`config.mk`:
```
export PLATFORM = sky130hd
export DESIGN_NAME = hash_feat_fetch
export DESIGN_NICKNAME = d
export VERILOG_FILES = /design/src/rtl/hash_enc_pkg.sv /design/src/rtl/hash_feat_fetch.sv
export SDC_FILE = /design/constraint.sdc
export NUM_CORES = 1
export LEC_CHECK = 0
export ABC_AREA = 1
export BUFFER_PORTS_ARGS = -buffer_cell sky130_fd_sc_hd__buf_2
export CAP_MARGIN = 30
export CORE_AREA = 5 5 220 222
export CTS_BUF_LIST = sky130_fd_sc_hd__clkbuf_16
export CTS_CLUSTER_SIZE = 16
export DETAILED_ROUTE_END_ITERATION = 10
export DIE_AREA = 0 0 225 227
export PLACE_DENSITY = 0.61
export SLEW_MARGIN = 20
export SYNTH_ARGS = -nofsm -noshare
export SYNTH_HDL_FRONTEND = slang
export SYNTH_SLANG_ARGS = --single-unit
export TNS_END_PERCENT = 20
```
`constraint.sdc`:
```
create_clock -name clk -period 7.4 [get_ports clk]
set_input_delay 2.22 -clock clk [delete_from_list [all_inputs] [get_ports clk]]
set_output_delay 2.22 -clock clk [all_outputs]
set_load 0.02 [all_outputs]
```
`src/rtl/hash_enc_pkg.sv`:
```
// Shared types and constants for the hash_encoding pipeline (index calculator and feature fetch).
package hash_enc_pkg;

    localparam int unsigned N_CORNERS      = 8;
    localparam int unsigned FEAT_WIDTH_DEF = 16;
    localparam int unsigned FEAT_DIM_DEF   = 2;
    localparam int unsigned ENTRY_W_DEF    = FEAT_WIDTH_DEF * FEAT_DIM_DEF;

    typedef enum logic [1:0] {
        IDLE  = 2'd0,
        ISSUE = 2'd1,
        WAIT  = 2'd2,
        OUT   = 2'd3
    } fetch_state_t;

    typedef logic [ENTRY_W_DEF-1:0] feat_entry_t;

endpackage

```
`src/rtl/hash_feat_fetch.sv`:
```
// Fetches the 8 corner feature entries of one hash-index group from the level table.
// Optional sticky err output for unexpected read responses: define HASH_FEAT_FETCH_ERR_EN.
module hash_feat_fetch
    import hash_enc_pkg::*;
#(
    parameter int unsigned DATA_SIZE  = 32,
    parameter int unsigned TABLE_SIZE = 4096,
    parameter int unsigned FEAT_WIDTH = FEAT_WIDTH_DEF,
    parameter int unsigned FEAT_DIM   = FEAT_DIM_DEF,
    localparam int unsigned ENTRY_W   = FEAT_WIDTH * FEAT_DIM,
    localparam int unsigned ADDR_W    = $clog2(TABLE_SIZE)
) (
    input  logic                 clk,
    input  logic                 rst,
    input  logic                 idx_valid,
    output logic                 idx_ready,
    input  logic [DATA_SIZE-1:0] hash_idx [N_CORNERS],
    output logic                 mem_req,
    output logic [ADDR_W-1:0]    mem_addr,
    input  logic                 mem_gnt,
    input  logic                 mem_rvalid,
    input  logic [ENTRY_W-1:0]   mem_rdata,
    output logic                 feat_valid,
    input  logic                 feat_ready,
    output logic [ENTRY_W-1:0]   feat [N_CORNERS],
    output logic                 busy
`ifdef HASH_FEAT_FETCH_ERR_EN
    ,
    output logic                 err
`endif
);

    localparam int unsigned IDX_W = $clog2(N_CORNERS);
    localparam int unsigned CNT_W = IDX_W + 1;
    localparam logic [CNT_W-1:0] CNT_LAST = CNT_W'(N_CORNERS - 1);
    localparam logic [CNT_W-1:0] CNT_FULL = CNT_W'(N_CORNERS);

    if (TABLE_SIZE < 2 || (TABLE_SIZE & (TABLE_SIZE - 1)) != 0) begin : g_bad_table_size
        $error("hash_feat_fetch: TABLE_SIZE must be a power of two");
    end

    fetch_state_t     state, state_d;
    logic [CNT_W-1:0] iss_cnt, iss_cnt_d;
    logic [CNT_W-1:0] rcv_cnt, rcv_cnt_d;
    logic [ADDR_W-1:0] addr [N_CORNERS];
    logic [ADDR_W-1:0] next_addr;
    logic             capture;
    logic             rsp_take;
    logic             idx_hi_unused;

    // Index bits above the table size are discarded (address = index mod TABLE_SIZE).
    always_comb begin : idx_fold
        idx_hi_unused = 1'b0;
        for (int i = 0; i < int'(N_CORNERS); i++) begin
            idx_hi_unused = idx_hi_unused ^ (^hash_idx[i]);
        end
    end

    always_comb begin : next_state
        state_d   = state;
        iss_cnt_d = iss_cnt;
        rcv_cnt_d = rcv_cnt;
        capture   = 1'b0;
        rsp_take  = 1'b0;

        case (state)
            IDLE: begin
                if (idx_valid) begin
                    capture = 1'b1;
                    state_d = ISSUE;
                end
            end
            ISSUE: begin
                if (mem_gnt) begin
                    iss_cnt_d = iss_cnt + CNT_W'(1);
                end
            end
            OUT: begin
                if (feat_ready) begin
                    state_d   = IDLE;
                    iss_cnt_d = '0;
                    rcv_cnt_d = '0;
                end
            end
            default: ;
        endcase

        // A response is only owed for requests already granted, including one granted this cycle.
        if ((state == ISSUE || state == WAIT) && mem_rvalid && (rcv_cnt < iss_cnt_d)) begin
            rsp_take  = 1'b1;
            rcv_cnt_d = rcv_cnt + CNT_W'(1);
        end

        if (state == ISSUE && mem_gnt && iss_cnt == CNT_LAST) begin
            state_d = (rcv_cnt_d == CNT_FULL) ? OUT : WAIT;
        end
        if (state == WAIT && rcv_cnt_d == CNT_FULL) begin
            state_d = OUT;
        end

        next_addr = capture ? hash_idx[0][ADDR_W-1:0] : addr[iss_cnt_d[IDX_W-1:0]];
    end

    // State, counters and registered outputs, all decoded from the next state.
    always_ff @(posedge clk) begin : regs
        if (rst) begin
            state      <= IDLE;
            iss_cnt    <= '0;
            rcv_cnt    <= '0;
            idx_ready  <= 1'b1;
            mem_req    <= 1'b0;
            mem_addr   <= '0;
            feat_valid <= 1'b0;
            busy       <= 1'b0;
            for (int i = 0; i < int'(N_CORNERS); i++) begin
                addr[i] <= '0;
                feat[i] <= '0;
            end
        end else begin
            state      <= state_d;
            iss_cnt    <= iss_cnt_d;
            rcv_cnt    <= rcv_cnt_d;
            idx_ready  <= (state_d == IDLE);
            mem_req    <= (state_d == ISSUE);
            feat_valid <= (state_d == OUT);
            busy       <= (state_d != IDLE);
            if (state_d == ISSUE) begin
                mem_addr <= next_addr;
            end
            if (capture) begin
                for (int i = 0; i < int'(N_CORNERS); i++) begin
                    addr[i] <= hash_idx[i][ADDR_W-1:0];
                end
            end
            if (rsp_take) begin
                feat[rcv_cnt[IDX_W-1:0]] <= mem_rdata;
            end
        end
    end

`ifdef HASH_FEAT_FETCH_ERR_EN
    // Sticky flag for any response that was not owed.
    always_ff @(posedge clk) begin : err_reg
        if (rst) begin
            err <= 1'b0;
        end else if (mem_rvalid && !rsp_take) begin
            err <= 1'b1;
        end
    end
`endif

endmodule

```
# Word-level counts from Yosys, hierarchy flattened
# Memories as Yosys holds them, arrays and structs flattened.
# Index checks and enable logic that the tools add are counted.
[word_totals]
regBits = 282
ram_bits = 96
input_bits = 294
output_inout_bits = 272
wordCells = 80
n_memories = 1
[mem_list]
columns = ["memory", "words", "width", "rd", "rd_ports_with_merged_regs", "wr", "line_no", "rtl"]
rows = [
  ["addr", 8, 12, 1, 0, 8, "hash_feat_fetch.sv:45", "logic [ADDR_W-1:0] addr [N_CORNERS];"],
]
[classes]
n_addsub = 2
order_cmp = 3
eq_ne = 7
muxes = 32
n_bitwise = 9
reduce_logical = 10
[op_table]
columns = ["op", "n"]
rows = [
  ["$bwmux W256", 1],
  ["$mux W12", 9],
  ["$demux W32 S3", 1],
  ["$mux W32", 1],
  ["$mux W4", 5],
  ["$mux W1", 9],
  ["$add A4 B1 Y4 const B", 2],
  ["$mux W2", 4],
  ["$or A1 B1 Y1", 8],
  ["$pmux W4 S2", 1],
  ["$eq A2 B2 Y1 const B", 3],
  ["$logic_and A1 B1 Y1", 6],
  ["$eq A2 B1 Y1 const B", 2],
  ["$eq A4 B3 Y1 const B", 1],
  ["$eq A4 B4 Y1 const B", 1],
  ["$ge A4 B4 Y1 const B", 1],
  ["$logic_not A2 Y1", 2],
  ["$lt A4 B1 Y1 const B", 1],
  ["$lt A4 B4 Y1", 1],
  ["$not A3 Y4", 1],
  ["$pmux W2 S2", 1],
  ["$reduce_bool A2 Y1", 1],
  ["$logic_or A1 B1 Y1", 1],
]

# Logic depth before layout (Yosys ltp)
[logic_depth]
word_depth = 11
ltp_mapped = 28
mapped_depth_nobuf = 25

# Least setup slack after synthesis
# Ideal clock, no wire load.
[synth_timing]
kind = "input-to-reg"
startpoint = "input port rst"
endpoint = "memory addr[0][0] in the netlist's numbering (enable)"
setup_ns = 0.901
t_arrival_ns = 4.639
required_ns = 6.499
setup_slack_ns = 1.859
path_stages = 5
path_buffers = 3
cell_sequence = "clkbuf_1 > inv_1 > clkbuf_1 > clkbuf_1 > nand2_1"
[synth_lines]
columns = ["element", "line_no", "rtl"]
rows = [
  ["start, declared", "hash_feat_fetch.sv:14", "input logic rst,"],
  ["end, declared", "hash_feat_fetch.sv:45", ""],
]

# Worst setup path in the final report
[layout_timing]
startpoint = "input port feat_ready"
endpoint = "register feat[29] in the netlist's numbering"
[layout_between]
elab_chain_len = 5
[layout_lines]
columns = ["element", "line_no", "rtl"]
rows = [
  ["start, declared", "hash_feat_fetch.sv:24", "input logic feat_ready,"],
  ["$mux W4", "hash_feat_fetch.sv:79", "if (feat_ready) begin"],
  ["$pmux W4 S2", "hash_feat_fetch.sv:66", "case (state)"],
  ["$lt A4 B4 Y1", "hash_feat_fetch.sv:89", "if ((state == ISSUE || state == WAIT) && mem_rvalid && (rcv_cnt < iss_cnt_d)) begin"],
  ["$logic_and A1 B1 Y1", "hash_feat_fetch.sv:89", ""],
  ["$mux W1", "hash_feat_fetch.sv:89", ""],
  ["end signal, assigned by index", "hash_feat_fetch.sv:136", "feat[rcv_cnt[IDX_W-1:0]] <= mem_rdata;"],
  ["end, declared", "hash_feat_fetch.sv:25", "output logic [ENTRY_W-1:0] feat [N_CORNERS],"],
]
# Every way passes these cells.
# A chain may end at the register's enable or synchronous reset.

==> load_flow_metrics.sql <==
INSERT INTO impl_metrics (metric_group, metric, value, unit) VALUES
('final_layout', 'filler_cell_count', '4625', ''),
('global_route', 'antenna_found_initial', '0', ''),
('global_route', 'global_route.usage.met3', '4.93', '%'),
('place', 'routabilityCongestion', '0.823', ''),
('clocking', 'cts_hold_repair.buffers', '0', ''),
('route', 'remaining_drc_errors', '0', ''),
('place', 'io_buffers', '405', ''),
('place', 'place_area', '17500', 'um2'),
('worst_setup_path', 'r2r_start', 'state[1]', ''),
('global_route', 'gr_util_met2', '27.7', '%'),
('final_layout', 'regArea', '8530', 'um2'),
('timing', 'rsz_0062_raised_after_global_routing', 'false', ''),
('route', 'dr_total_vias', '13100', ''),
('final_layout', 'mostFrequentLayoutCells', 'sky130_fd_sc_hd__buf_2, sky130_fd_sc_hd__inv_1, sky130_fd_sc_hd__a21oi_1, sky130_fd_sc_hd__dfxtp_1, sky130_fd_sc_hd__o21ai_0', ''),
('timing', 'fmax', '195', 'MHz'),
('logic_synthesis', 'synthCells', '1803', ''),
('global_route', 'via_count_of_the_first_global_routing_pass', '12200', ''),
('route', 'detailedRoute.firstPassIterationCount', '5', ''),
('route', 'drt_iter0_markers', '910', ''),
('final_layout', 'num_antenna_cells', '0', ''),
('final_layout', 'fin_area', '18900', 'um2'),
('timing', 'final.min_clock_period', '5.12', 'ns'),
('route', 'routed_via_density', '4.67', ''),
('logic_synthesis', 'portion_of_the_post_synthesis_area_used_by_sequential_elements', '56.8', '%'),
('floorplan', 'start_util', '32.5', '%'),
('job', 'cap_violations', '0', ''),
('logic_synthesis', 'yosys_warnings', '0', ''),
('timing', 'tns', '0', 'ns'),
('clocking', 'clock_sinks', '378', ''),
('floorplan', 'core_area', '46200', 'um2'),
('clocking', 'buffer_count_from_post_cts_setup_fixing', '0', ''),
('timing', 'period_share', '69.2', '%'),
('timing', 'final.setup_skew', '0.0145', 'ns'),
('floorplan', 'die_area', '51100', 'um2'),
('place', 'detailedPlacementHpwl', '32000', 'um'),
('timing', 'maxSlewHeadroom', '42.4', '%'),
('global_route', 'top_usage_layer', 'met2', ''),
('clocking', 'cts_made_buffers', '42', ''),
('hold_path', 'worstHoldEndpoint', 'feat[108]', ''),
('clocking', 'cts-htree-levels', '2', ''),
('global_route', 'grt_first_pass_wirelength', '70200', 'um'),
('clocking', 'cts_buffer_depth', '3', ''),
('final_layout', 'total_area_of_multi_input_combinational_cells', '4700', 'um2'),
('timing', 'final-setup-viol-count', '0', ''),
('final_layout', 'drive_gt1_share', '23.2', '%'),
('worst_setup_path', 'worst-r2r-setup-slack', '3.37', 'ns'),
('logic_synthesis', 'postSynthRegisterBits', '378', ''),
('power', 'power.static_leakage', '8.32', 'nW'),
('global_route', 'pin_count_of_the_biggest_net_entering_global_routing', '115', ''),
('clocking', 'tritoncts', 'done', ''),
('clocking', 'clock_transition_at_the_registers_of_the_reported_paths', '0.06', 'ns'),
('timing', 'worst_slew_pin_slew', '0.861', 'ns'),
('power', 'fin_total_pwr', '4.58', 'mW'),
('final_layout', 'layout_commonest_cell', 'sky130_fd_sc_hd__buf_2', ''),
('worst_setup_path', 'critical_path_arrival', '5.54', 'ns'),
('timing', 'maxSlewViolCount', '0', ''),
('run_status', 'status', 'finished clean', ''),
('hold_path', 'worstHoldPathCells', '2', ''),
('clocking', 'worstSkewPairLatency', '0.57', 'ns'),
('hold_path', 'hold_class', 'register to register', ''),
('clocking', 'cells_resized_by_post_cts_repair', '0', ''),
('worst_setup_path', 'crit_fanout', '37', ''),
('route', 'antenna_left', '0', ''),
('logic_synthesis', 'yosysTopAreaCell', 'sky130_fd_sc_hd__dfxtp_1', ''),
('floorplan', 'rows', '79', ''),
('power', 'vdd_drop_max', '0.172', 'mV'),
('clocking', 'ctsRootBufferMaster', 'sky130_fd_sc_hd__clkbuf_16', ''),
('logic_synthesis', 'synth.avg_cell_area', '8.32', 'um2'),
('worst_setup_path', 'crit_path_end_kind', 'register', ''),
('final_layout', 'final_net_count', '2455', ''),
('route', 'drt-total-wl', '47000', 'um');
[worst max path at each step]
stage | startpoint | endpoint
3_3_place_gp | feat_ready | feat[157]
5_1_grt | feat_ready | feat[24]
6_report | feat_ready | feat[29]
2_1_floorplan | rst | addr[0][0]
4_1_cts | feat_ready | feat[158]
3_5_place_dp | feat_ready | feat[158]
[synth_stat cells (all sizes together)]
cell type  number
ha              8
a21boi          1
a22oi           1
o22ai           5
o2bb2ai         1
nor3            7
clkinv          1
a21oi         308
a21o            1
inv           358
dfxtp         282
nand3          42
or2             1
xor2            1
o32ai           7
nand2         111
buf            12
nor2          144
o21ai         290
o211ai         10
nor3b           1
edfxtp         96
nand3b          1
clkbuf        105
xnor2           1
o221ai          1
nand4           7
[power breakdown]
| group | internal, mW | switching [mW] |
|---|---|---|
| clock network | 1.15 | 0.864 |
| registers | 2.19 | 0.0215 |
| logic | 0.108 | 0.249 |
[critical path, stage by stage]
cell                      delay (ns)
sky130_fd_sc_hd__buf_2          0.12
sky130_fd_sc_hd__inv_1          0.06
sky130_fd_sc_hd__nand2_1        0.10
sky130_fd_sc_hd__nand2_1        0.13
sky130_fd_sc_hd__nand2_1        0.07
sky130_fd_sc_hd__nand2_2        0.62
sky130_fd_sc_hd__nand3_1        0.18
sky130_fd_sc_hd__nand2_1        0.10
sky130_fd_sc_hd__nand2_1        0.07
sky130_fd_sc_hd__nand2_2        0.10
sky130_fd_sc_hd__nand2_2        0.10
sky130_fd_sc_hd__inv_2          0.38
sky130_fd_sc_hd__buf_4          0.37
sky130_fd_sc_hd__nand2_1        0.38
sky130_fd_sc_hd__buf_4          0.36
sky130_fd_sc_hd__nand2_1        0.09
sky130_fd_sc_hd__a21oi_1        0.06
[per-layer routing]
metal,up-vias,routed length [um]
met1,5905,19900
met5,-,0
met4,0,1910
met2,527,21100
li1,6531,-
met3,94,4130
[per-stage QoR]
step	setup WS [ns]	instances	hold slack [ns]	utilization [%]
2_1_floorplan	1.86	1803	0.520	-
3_3_place_gp	1.63	2712	0.429	37.9
3_5_place_dp	1.54	2713	0.432	37.9
4_1_cts	2.11	2790	0.442	40.8
5_1_grt	2.01	2793	0.455	40.9
6_report	2.28	2793	0.440	40.9
[sequential cells by signal, summed over array words and instances, names as in the netlist]
signal,count
mem_req,1
iss_cnt,4
rcv_cnt,4
state,2
busy,1
feat_valid,1
idx_ready,1
feat,256
addr,96
mem_addr,12
[area by class of cell]
cell class                 instances  share of cell area (%)
tap                              607                    4.02
clock buffer                      42                    5.56
sequential                       378                    45.1
inverter                         359                    7.16
clock inverter                    35                    1.45
timing repair buffer             423                    11.8
multi-input combinational        949                    24.9
[cell families (layout without fill, tap and decap cells)]
group | Yosys count | in the layout | share of synthesized area, %
compound gates | 625 | 625 | 21.4
buf+inv | 476 | 859 | 12.1
flops | 378 | 378 | 56.8
simple gates | 314 | 314 | 8.90
fa+ha+maj | 8 | 8 | 0.667
xor+xnor | 2 | 2 | 0.117
Power figures use the tool's default switching activity.
